File: src/rtl/imem_arb_pkg.sv
// Shared types and default sizes for the instruction-memory arbiter.
// Latency: n/a (types and constants only).
// Backpressure: n/a.
package imem_arb_pkg;

  // Owner tag carried through the in-flight read FIFO.
  typedef enum logic {
    SRC_FETCH = 1'b0,
    SRC_MEM   = 1'b1
  } req_src_e;

  localparam int DEF_MEM_ADDR_WIDTH  = 30;
  localparam int DEF_DATA_WIDTH      = 32;
  localparam int DEF_MAX_OUTSTANDING = 2;
  localparam int DEF_MAX_WAIT        = 4;

endpackage

File: src/rtl/imem_arbiter_tag_fifo.sv
// Synchronous 1-bit tag FIFO remembering which requester owns each in-flight read.
// Latency: pushed entry is visible at pop_dat_o on the cycle after the push.
// Backpressure: push is ignored when full and pop is ignored when empty; the caller gates on full_o/empty_o.
// Ports: clk, rst_n, push_i/push_dat_i (write side), pop_i/pop_dat_o (read side), full_o, empty_o.
module tag_fifo #(
  parameter int DEPTH = 2
) (
  input  logic clk,
  input  logic rst_n,
  input  logic push_i,
  input  logic push_dat_i,
  input  logic pop_i,
  output logic pop_dat_o,
  output logic full_o,
  output logic empty_o
);

  localparam int PW = (DEPTH > 1) ? $clog2(DEPTH) : 1;
  localparam int CW = $clog2(DEPTH + 1);
  localparam logic [PW-1:0] LAST_PTR  = PW'(DEPTH - 1);
  localparam logic [CW-1:0] FULL_CNT  = CW'(DEPTH);

  logic [DEPTH-1:0] mem_q,    mem_d;
  logic [PW-1:0]    wr_ptr_q, wr_ptr_d;
  logic [PW-1:0]    rd_ptr_q, rd_ptr_d;
  logic [CW-1:0]    cnt_q,    cnt_d;
  logic             do_push,  do_pop;

  assign full_o    = (cnt_q == FULL_CNT);
  assign empty_o   = (cnt_q == '0);
  assign do_push   = push_i & ~full_o;
  assign do_pop    = pop_i & ~empty_o;
  assign pop_dat_o = mem_q[rd_ptr_q];

  always_comb begin
    mem_d    = mem_q;
    wr_ptr_d = wr_ptr_q;
    rd_ptr_d = rd_ptr_q;
    cnt_d    = cnt_q;
    if (do_push) begin
      mem_d[wr_ptr_q] = push_dat_i;
      // Explicit wrap keeps the pointer legal for any depth, including 1.
      wr_ptr_d = (wr_ptr_q == LAST_PTR) ? '0 : wr_ptr_q + 1'b1;
    end
    if (do_pop) begin
      rd_ptr_d = (rd_ptr_q == LAST_PTR) ? '0 : rd_ptr_q + 1'b1;
    end
    case ({do_push, do_pop})
      2'b10:   cnt_d = cnt_q + 1'b1;
      2'b01:   cnt_d = cnt_q - 1'b1;
      default: cnt_d = cnt_q;
    endcase
  end

  always_ff @(posedge clk or negedge rst_n) begin
    if (!rst_n) begin
      mem_q    <= '0;
      wr_ptr_q <= '0;
      rd_ptr_q <= '0;
      cnt_q    <= '0;
    end else begin
      mem_q    <= mem_d;
      wr_ptr_q <= wr_ptr_d;
      rd_ptr_q <= rd_ptr_d;
      cnt_q    <= cnt_d;
    end
  end

endmodule

File: src/rtl/imem_arbiter.sv
// Shares the instruction SRAM between fetch and the memory/loader requester; routes responses by tag.
// Latency: grants and SRAM issue are combinational in the request cycle; responses pass through with 0 added cycles.
// Backpressure: read grants stall while the tag FIFO is full or the read collides with a same-cycle write.
// Ports: f_* fetch read side, m_rd_*/m_rsp_* memory read side, m_wr_* memory write side,
//        sram_* SimRAM ports, err_rsp sticky flag for a response with nothing outstanding.
module imem_arbiter
  import imem_arb_pkg::*;
#(
  parameter int MEM_ADDR_WIDTH  = DEF_MEM_ADDR_WIDTH,
  parameter int DATA_WIDTH      = DEF_DATA_WIDTH,
  parameter int MAX_OUTSTANDING = DEF_MAX_OUTSTANDING,
  parameter int MAX_WAIT        = DEF_MAX_WAIT
) (
  input  logic                      clk,
  input  logic                      rst_n,
  input  logic                      f_req,
  input  logic [MEM_ADDR_WIDTH-1:0] f_addr,
  output logic                      f_gnt,
  output logic                      f_rsp_valid,
  output logic [DATA_WIDTH-1:0]     f_rsp_data,
  input  logic                      m_rd_req,
  input  logic [MEM_ADDR_WIDTH-1:0] m_rd_addr,
  output logic                      m_rd_gnt,
  output logic                      m_rsp_valid,
  output logic [DATA_WIDTH-1:0]     m_rsp_data,
  input  logic                      m_wr_req,
  input  logic [MEM_ADDR_WIDTH-1:0] m_wr_addr,
  input  logic [DATA_WIDTH-1:0]     m_wr_data,
  output logic                      m_wr_gnt,
  output logic                      sram_rd_en,
  output logic [MEM_ADDR_WIDTH-1:0] sram_rd_addr,
  input  logic                      sram_rd_valid,
  input  logic [DATA_WIDTH-1:0]     sram_rd_data,
  output logic                      sram_wr_en,
  output logic [MEM_ADDR_WIDTH-1:0] sram_wr_addr,
  output logic [DATA_WIDTH-1:0]     sram_wr_data,
  output logic                      err_rsp
);

  localparam int WW = $clog2(MAX_WAIT + 1);
  localparam logic [WW-1:0] WAIT_SAT = WW'(MAX_WAIT);

  logic [WW-1:0] wait_q, wait_d;
  logic          age_q,  age_d;
  logic          err_q,  err_d;

  logic     fifo_full, fifo_empty, pop_dat;
  logic     wr_gnt, f_hit, m_hit, f_ok, m_ok, m_win, rsp_fire;
  req_src_e push_src, pop_src;

  // Writes are always accepted; everything is gated by rst_n so outputs read 0 during reset.
  assign wr_gnt = rst_n & m_wr_req;

  // A read to the address being written this cycle waits one cycle so it sees the new data.
  assign f_hit = wr_gnt & (f_addr    == m_wr_addr);
  assign m_hit = wr_gnt & (m_rd_addr == m_wr_addr);

  // Full is the registered occupancy: a same-cycle pop never frees a slot for a grant.
  assign f_ok = rst_n & f_req    & ~f_hit & ~fifo_full;
  assign m_ok = rst_n & m_rd_req & ~m_hit & ~fifo_full;

  // Fetch wins by default; an aged memory read takes priority. A blocked winner yields to the other.
  assign m_win    = m_ok & (age_q | ~f_ok);
  assign m_rd_gnt = m_win;
  assign f_gnt    = f_ok & ~m_win;

  assign sram_rd_en   = f_gnt | m_rd_gnt;
  assign sram_rd_addr = m_rd_gnt ? m_rd_addr : (f_gnt ? f_addr : '0);

  assign m_wr_gnt     = wr_gnt;
  assign sram_wr_en   = wr_gnt;
  assign sram_wr_addr = wr_gnt ? m_wr_addr : '0;
  assign sram_wr_data = wr_gnt ? m_wr_data : '0;

  assign push_src = m_rd_gnt ? SRC_MEM : SRC_FETCH;

  tag_fifo #(
    .DEPTH (MAX_OUTSTANDING)
  ) u_tag_fifo (
    .clk        (clk),
    .rst_n      (rst_n),
    .push_i     (sram_rd_en),
    .push_dat_i (push_src),
    .pop_i      (sram_rd_valid),
    .pop_dat_o  (pop_dat),
    .full_o     (fifo_full),
    .empty_o    (fifo_empty)
  );

  assign pop_src  = req_src_e'(pop_dat);
  // A response with no outstanding tag is dropped rather than routed.
  assign rsp_fire = rst_n & sram_rd_valid & ~fifo_empty;

  assign f_rsp_valid = rsp_fire & (pop_src == SRC_FETCH);
  assign m_rsp_valid = rsp_fire & (pop_src == SRC_MEM);
  assign f_rsp_data  = f_rsp_valid ? sram_rd_data : '0;
  assign m_rsp_data  = m_rsp_valid ? sram_rd_data : '0;

  assign err_rsp = err_q;

  always_comb begin
    wait_d = wait_q;
    age_d  = age_q;
    err_d  = err_q | (sram_rd_valid & fifo_empty);
    if (m_rd_gnt) begin
      wait_d = '0;
      age_d  = 1'b0;
    end else begin
      if (m_rd_req && (wait_q != WAIT_SAT)) begin
        wait_d = wait_q + 1'b1;
      end
      if (wait_d == WAIT_SAT) begin
        age_d = 1'b1;
      end
    end
  end

  always_ff @(posedge clk or negedge rst_n) begin
    if (!rst_n) begin
      wait_q <= '0;
      age_q  <= 1'b0;
      err_q  <= 1'b0;
    end else begin
      wait_q <= wait_d;
      age_q  <= age_d;
      err_q  <= err_d;
    end
  end

endmodule

File: config.mk
export PLATFORM = sky130hd
export DESIGN_NAME = imem_arbiter
export DESIGN_NICKNAME = d
export VERILOG_FILES = /design/src/rtl/imem_arb_pkg.sv /design/src/rtl/imem_arbiter_tag_fifo.sv /design/src/rtl/imem_arbiter.sv
export SDC_FILE = /design/constraint.sdc
export NUM_CORES = 1
export LEC_CHECK = 0
export ABC_AREA = 1
export CAP_MARGIN = 20
export CORE_AREA = 4 4 123 125
export CTS_CLUSTER_SIZE = 20
export DETAILED_ROUTE_END_ITERATION = 16
export DIE_AREA = 0 0 127 129
export GPL_ROUTABILITY_DRIVEN = 1
export PLACE_DENSITY_LB_ADDON = 0.25
export RECOVER_POWER = 100
export SYNTH_ARGS = -nofsm -noshare
export SYNTH_HDL_FRONTEND = slang
export SYNTH_SLANG_ARGS = --single-unit
File: constraint.sdc
create_clock -name clk -period 5.45 [get_ports clk]
set_clock_uncertainty 0.15 [all_clocks]
set_input_delay 0.545 -clock clk [delete_from_list [all_inputs] [get_ports clk]]
set_output_delay 0.545 -clock clk [all_outputs]
set_load 0.005 [all_outputs]
==> out/qor.txt, run 1 <==
DRT
------------------------------------------------------------------------------------
DRC violation count after routing                                                  0
Antenna viol nets, final                                                           0
Vias post-DR                                                                   4,856
Detailed-routing iteration count for the pre-antenna-repair pass                   6
Total wire length                                                           16.50 mm
DRT iter0 DRCs                                                                   158
Via density                                                                    4.013
Average detailed-routed wire length per instance                            13.63 um

FLOORPLAN
------------------------------------------------------------------------------------
Number of placement rows                                                          43
Number of ports placed on the die boundary                                       324
Floorplan Core Area                                                       13,880 um2
Initial core utilization                                                      0.2290
Die Footprint                                                             16,380 um2
Die width                                                                     127 um
Overall die height                                                            129 um

POWER AND IR DROP
------------------------------------------------------------------------------------
Worst IR drop on VDD                                                      0.09347 mV
Sum of internal, switching and leakage power                              0.001002 W
Total power divided by cell area                                        151.0 nW/um2
Leak Pwr                                                                    4.040 nW

CLOCKING
------------------------------------------------------------------------------------
Clock root buffer master                                                sky130_fd_sc_hd__clkbuf_16
Number of buffers created by CTS                                                   3
Number of instances resized during post-cts repair                                 0
Worst-skew pair later-pin latency                                            0.24 ns
Maximum clock path buffer count                                                    2
Number of H-tree levels                                                            1
Cts hold-fix bufs                                                                  0
Post-CTS setup buffer count                                                        0
TritonCTS sink count                                                              11
TritonCTS clock tree                                                           built
CTS clk-pin slew, worst paths                                                0.04 ns

SYNTHESIS
------------------------------------------------------------------------------------
Synth cell types                                                                  22
Yosys warning total                                                                0
Number of flip-flops and latches in the synthesized netlist                       11
Post-synthesis area per instance                                           4.416 um2
Syn nets                                                                         883
Portion of synthesized cell area occupied by the leading cell type            0.3046
Post-synthesis instance area                                                3179 um2
Cell taking the most area after synthesis                               sky130_fd_sc_hd__nand2_1
Dominant cells by area after synthesis                                  sky130_fd_sc_hd__nand2_1, sky130_fd_sc_hd__inv_1, sky130_fd_sc_hd__nor2_1, sky130_fd_sc_hd__dfrtp_1, sky130_fd_sc_hd__nand3_1
Cell count after synthesis                                                       720
Sequential cell area fraction in the yosys report                            0.08658

WORST SETUP PATH
------------------------------------------------------------------------------------
CP Launch Point                                                                rst_n
Cells traversed along the worst timing path                             dlygate4sd3_1, nand2_1, clkbuf_1, a21oi_1, nand2_1, nor2_1, nand2_1, nor2_1, nand2_1, nand2_1, nand2_1, dlygate4sd3_1
Capturing point of the worst reg2reg path                               u_tag_fifo.cnt_q[1]
Count of buffering cells on the critical path with inverters included              3
Worst r2r path cells                                                              11
Cell repeated most along the worst path                                 sky130_fd_sc_hd__nand2_1
Master of the slowest instance on the critical path                     sky130_fd_sc_hd__clkbuf_1
Element type at the critical path end                                   primary output
CP arrival                                                                   3.98 ns
Delay of the slowest critical-path stage                                     1.23 ns
Data required time of the worst path                                         4.76 ns
Peak fanout along the critical path                                               35
Category of the most critical setup path                                input pin to primary output
Number of cells on the critical path                                              12
Kind of cell adding the most delay to the critical path                 buffers and inverters
Critical path destination                                                 sram_rd_en
Reg2Reg Setup Slack                                                          3.35 ns
Launch point of the worst reg-to-reg path                               u_tag_fifo.cnt_q[1]
Type of origin of the critical path                                        input pin

LAYOUT
------------------------------------------------------------------------------------
Net count of the finished layout                                               1,194
Fraction of final layout cells with drive strength greater than 1           0.006796
Multi-input combinational cell area                                         2081 um2
Filler Cell Count                                                              1,547
Synth-to-Final Area Change                                                    108.7%
Commonest cells after routing, fill and taps aside                      sky130_fd_sc_hd__nand2_1, sky130_fd_sc_hd__inv_1, sky130_fd_sc_hd__nor2_1
Combined flip-flop and latch cell area                                     275.3 um2
# diodes                                                                           0
Most common library cell in the layout ignoring fill and taps           sky130_fd_sc_hd__nand2_1

STATUS
------------------------------------------------------------------------------------
Status                                                                  finished with violations
Failing checks                                                          max-capacitance violations, max-slew violations

GRT
------------------------------------------------------------------------------------
Global-route wire length before repair                                      24.79 mm
Total routing resource utilization after global routing                       0.1896
Via count of the first global-routing pass                                     4,687
Initial antenna violation count                                                    0
Overflow after GRT                                                                 0
Pin count of the biggest net entering global routing                              36

TIMING
------------------------------------------------------------------------------------
Fin crit period                                                             4.680 ns
Total count of max-transition violations in the final report                      36
Setup violations, final                                                            0
Final cycle utilization of the critical path                                  0.8587
Setup TNS                                                                       0 ns
Fmax                                                                       213.7 MHz
Endpoints failing hold                                                             0
RSZ-0062 raised after global routing                                           false
Transition time at the pin with the least slew margin                       1.677 ns
Slew HR                                                                      -0.1179

PLACEMENT
------------------------------------------------------------------------------------
Final weighted congestion in routability-driven placement                     0.8388
Post-DP HPWL                                                                14.20 mm
Number of buffers inserted by port buffering                                     323

WORST HOLD PATH
------------------------------------------------------------------------------------
Start point of the worst min-delay path                                      err_rsp
Worst min path class                                                    register to register

FLOW RUN
------------------------------------------------------------------------------------
Max-cap violations                                                                 1

## worst min path at each step
| stage | cells past startpoint | end |
|---|---|---|
| after floorplan | 0 | age_q |
| after global placement | 1 | err_rsp |
| after detailed placement | 1 | err_rsp |
| after CTS | 1 | err_rsp |
| after global routing | 1 | err_rsp |
| final | 1 | err_rsp |
## cell usage after synthesis
| cell type | instances |
|---|---|
| sky130_fd_sc_hd__a21o_1 | 1 |
| sky130_fd_sc_hd__nand2_1 | 258 |
| sky130_fd_sc_hd__buf_2 | 6 |
| sky130_fd_sc_hd__ha_1 | 3 |
| sky130_fd_sc_hd__dfrtp_1 | 11 |
| sky130_fd_sc_hd__o21ai_0 | 3 |
| sky130_fd_sc_hd__nand3_1 | 37 |
| sky130_fd_sc_hd__inv_1 | 183 |
| sky130_fd_sc_hd__buf_6 | 4 |
| sky130_fd_sc_hd__nor2_1 | 174 |
| sky130_fd_sc_hd__and3_1 | 1 |
| sky130_fd_sc_hd__o21a_1 | 1 |
| sky130_fd_sc_hd__xnor2_1 | 11 |
| sky130_fd_sc_hd__a21oi_1 | 2 |
| sky130_fd_sc_hd__buf_4 | 1 |
| sky130_fd_sc_hd__nand4_1 | 3 |
| sky130_fd_sc_hd__inv_6 | 1 |
| sky130_fd_sc_hd__clkbuf_1 | 12 |
| sky130_fd_sc_hd__nand2_4 | 1 |
| sky130_fd_sc_hd__xor2_1 | 5 |
| sky130_fd_sc_hd__mux2i_1 | 1 |
| sky130_fd_sc_hd__nand3_2 | 1 |
## cells by family after synthesis
logic type               count (synthesis)  share of synthesized area
AND/OR/NAND/NOR                        475                     0.5828
buffers and inverters                  207                     0.2590
XOR/XNOR                                16                    0.04408
flip-flops                              11                    0.08658
AO/OA/AOI/OAI                            7                    0.01259
adder cells (fa/ha/maj)                  3                    0.01181
multiplexers                             1                   0.003148
## cell type report
class / instances / area share
timing repair buffer: 329 / 0.4942
multi-input combinational: 502 / 0.3136
inverter: 184 / 0.1048
sequential: 11 / 0.04149
tap: 180 / 0.03394
clock buffer: 4 / 0.01188
## state kept, by name (all words and copies together), names as in the netlist
name / count
u_tag_fifo.rd_ptr_q: 1
wait_q: 3
u_tag_fifo.wr_ptr_q: 1
err_rsp: 1
age_q: 1
u_tag_fifo.mem_q: 2
u_tag_fifo.cnt_q: 2
## power breakdown
group | internal [W] | leakage (nW) | switching [W]
Combinational | 0.000373 | 3.87 | 0.000349
Sequential | 0.000119 | 0.132 | 0.0000286
Clock | 0.0000980 | 0.0382 | 0.0000340
## per-stage QoR
step                      worst slack [ns]    util  hold slack (ns)  area [um2]  std cells
after detailed placement             1.201  0.4719           0.3010        6550       1205
after CTS                            1.180  0.4776           0.3100        6629       1209
after global placement               1.220  0.4719           0.3029        6550       1205
after floorplan                      3.109       -          0.09941        3179        720
final                               0.7702  0.4780           0.3002        6635       1210
after global routing                0.4827  0.4780           0.3331        6635       1210
## metal layers
| metal | global-route usage | vias up | wire (um) |
|---|---|---|---|
| met5 | 0 | - | 0 |
| met4 | 0.03596 | 0 | 180 |
| met3 | 0.03279 | 14 | 1233 |
| met2 | 0.3630 | 202 | 8551 |
| met1 | 0.2216 | 1998 | 6531 |
| li1 | - | 2642 | - |
Note: power is estimated with default switching activity, not from simulation.
==> run 2, diff against run 1 <==
--- a/config.mk
+++ b/config.mk
@@ -7,10 +7,10 @@
 export LEC_CHECK = 0
 export ABC_AREA = 1
 export CAP_MARGIN = 20
-export CORE_AREA = 4 4 123 125
+export CORE_AREA = 4 4 124 126
 export CTS_CLUSTER_SIZE = 20
 export DETAILED_ROUTE_END_ITERATION = 16
-export DIE_AREA = 0 0 127 129
+export DIE_AREA = 0 0 128 130
 export GPL_ROUTABILITY_DRIVEN = 1
 export PLACE_DENSITY_LB_ADDON = 0.25
 export RECOVER_POWER = 100
==> constraint.sdc (replaced) <==
create_clock -name clk -period 4 [get_ports clk]
set_clock_uncertainty 0.15 [all_clocks]
set_input_delay 0.4 -clock clk [delete_from_list [all_inputs] [get_ports clk]]
set_output_delay 0.4 -clock clk [all_outputs]
set_load 0.005 [all_outputs]
==> out/qor.txt, run 2 (same netlist as run 1, synthesis figures left out) <==
LAYOUT
------------------------------------------------------------------------------------
Fraction of final layout cells with drive strength greater than 1            0.01065
Registers with the highest flip-flop counts                             wait_q (3), u_tag_fifo.cnt_q (2), u_tag_fifo.mem_q (2)
Filler Cell Count                                                              1,550
Net count of the finished layout                                               1,197
Multi-input combinational cell area                                         2083 um2
Combined flip-flop and latch cell area                                     275.3 um2
Commonest cells after routing, fill and taps aside                      sky130_fd_sc_hd__nand2_1, sky130_fd_sc_hd__inv_1, sky130_fd_sc_hd__nor2_1
Non-filler instance count after layout                                         1,218
Synth-to-Final Area Change                                                    109.7%
Most common library cell in the layout ignoring fill and taps           sky130_fd_sc_hd__nand2_1
Max reg flops                                                                      3
Register with the most flip-flops                                             wait_q

WORST SETUP PATH
------------------------------------------------------------------------------------
Kind of cell adding the most delay to the critical path                 buffers and inverters
Cell repeated most along the worst path                                 sky130_fd_sc_hd__nor2_1
Cells traversed along the worst timing path                             clkdlybuf4s50_1, nand2_2, inv_1, o21ai_0, nor2_1, nand2_1, nor2_1, nand2_1, nor2_1, nor2_1, nand2_4, buf_6, nand3_1, nand2_1, dlygate4sd3_1
Type of origin of the critical path                                        input pin
Data required time of the worst path                                         3.45 ns
CP arrival                                                                   3.12 ns
Master of the slowest instance on the critical path                     sky130_fd_sc_hd__dlygate4sd3_1
Delay of the slowest critical-path stage                                     0.60 ns
Peak fanout along the critical path                                               19
Category of the most critical setup path                                input pin to primary output
Element type at the critical path end                                   primary output
Count of buffering cells on the critical path with inverters included              4

CLOCKING
------------------------------------------------------------------------------------
Maximum clock path buffer count                                                    2
Number of buffers created by CTS                                                   3
Cts hold-fix bufs                                                                  0
Worst-skew pair later-pin latency                                            0.23 ns
Post-CTS setup buffer count                                                        0
Number of H-tree levels                                                            1
TritonCTS clock tree                                                           built
CTS clk-pin slew, worst paths                                                0.04 ns
TritonCTS sink count                                                              11
Number of instances resized during post-cts repair                                 0
Clock root buffer master                                                sky130_fd_sc_hd__clkbuf_16

GRT
------------------------------------------------------------------------------------
Global-route wire length before repair                                      23.92 mm
Via count of the first global-routing pass                                     4,695
Pin count of the biggest net entering global routing                              38
Overflow after GRT                                                                 0
Total routing resource utilization after global routing                       0.1799
Initial antenna violation count                                                    0

FLOW RUN
------------------------------------------------------------------------------------
Max-cap violations                                                                 1

POWER AND IR DROP
------------------------------------------------------------------------------------
Total power divided by cell area                                        205.8 nW/um2
Worst IR drop on VDD                                                       0.1150 mV
Leak Pwr                                                                    4.042 nW

FLOORPLAN
------------------------------------------------------------------------------------
Overall die height                                                            130 um
Die width                                                                     128 um
Number of ports placed on the die boundary                                       324
Initial core utilization                                                      0.2221
Number of placement rows                                                          44
Floorplan Core Area                                                       14,310 um2
Die Footprint                                                             16,640 um2

PLACEMENT
------------------------------------------------------------------------------------
# placed instances                                                             1,212
Final weighted congestion in routability-driven placement                     0.8138
Number of buffers inserted by port buffering                                     323
Post-DP HPWL                                                                14.13 mm

DRT
------------------------------------------------------------------------------------
DRC violation count after routing                                                  0
Vias post-DR                                                                   5,007
Total wire length                                                           16.26 mm
DRT iter0 DRCs                                                                   168
Antenna viol nets, final                                                           0
Detailed-routing iteration count for the pre-antenna-repair pass                   4
Average detailed-routed wire length per instance                            13.35 um
Via density                                                                    4.111

WORST HOLD PATH
------------------------------------------------------------------------------------
Worst min path class                                                    input pin to async pin

STATUS
------------------------------------------------------------------------------------
Failing checks                                                          max-capacitance violations, max-slew violations
Status                                                                  finished with violations

TIMING
------------------------------------------------------------------------------------
Setup violations, final                                                            0
Total count of max-transition violations in the final report                      38
Setup TNS                                                                       0 ns
Fmax                                                                       272.3 MHz
Endpoints failing hold                                                             0
Transition time at the pin with the least slew margin                       1.578 ns
Slew HR                                                                     -0.05206
Final cycle utilization of the critical path                                  0.9181
RSZ-0062 raised after global routing                                           false
Fin crit period                                                             3.672 ns

run 2: stage by stage:
stage	instance area (um2)	hold WS, ns	total power [W]	util	setup WS [ns]
finish	6666	0.2283	0.001372	0.4657	0.3277
global route	6664	0.2452	0.001503	0.4656	0.05300
CTS	6656	0.2309	0.001443	0.4650	0.2112
detailed placement	6578	0.2983	0.001257	0.4595	0.2166
global placement	6578	0.2991	0.001249	0.4595	0.2448
floorplan	3179	-0.04559	0.0006521	-	1.815
run 2: layout make-up:
| cell class | count | share of cell area |
|---|---|---|
| repair buffers | 332 | 0.4951 |
| multi-input cells | 502 | 0.3125 |
| inverters | 184 | 0.1044 |
| flip-flops and latches | 11 | 0.04129 |
| well taps | 184 | 0.03453 |
| clock buffers | 4 | 0.01182 |
| diodes | 1 | 0.0003754 |
run 2: routing by layer:
metal  track usage  up-vias  wire length [um]
li1              -     2648                 -
met1        0.2118     2138              6418
met2        0.3447      211              8282
met3       0.03193       10              1392
met4       0.02871        0               161
met5             0        -                 0
run 2: path summary, 6_finish.rpt:
| path | start | end | slack, ns | cells after the start |
|---|---|---|---|---|
| min in group clk | err_rsp | err_rsp | 0.30 | 1 |
| hold reg to reg | err_rsp | err_rsp | 0.30 | 1 |
| max in group asynchronous | rst_n | err_rsp | 2.69 | 2 |
| hold / removal | rst_n | age_q | 0.23 | 1 |
| setup / recovery | rst_n | sram_rd_addr[9] | 0.33 | 15 |
| setup reg to reg | u_tag_fifo.cnt_q[1] | u_tag_fifo.cnt_q[1] | 1.90 | 11 |
run 2: power breakdown:
group	internal [W]	switching (W)	total, W
Sequential	0.000163	0.0000382	0.000201
Clock	0.000133	0.0000449	0.000178
Combinational	0.000513	0.000480	0.000993
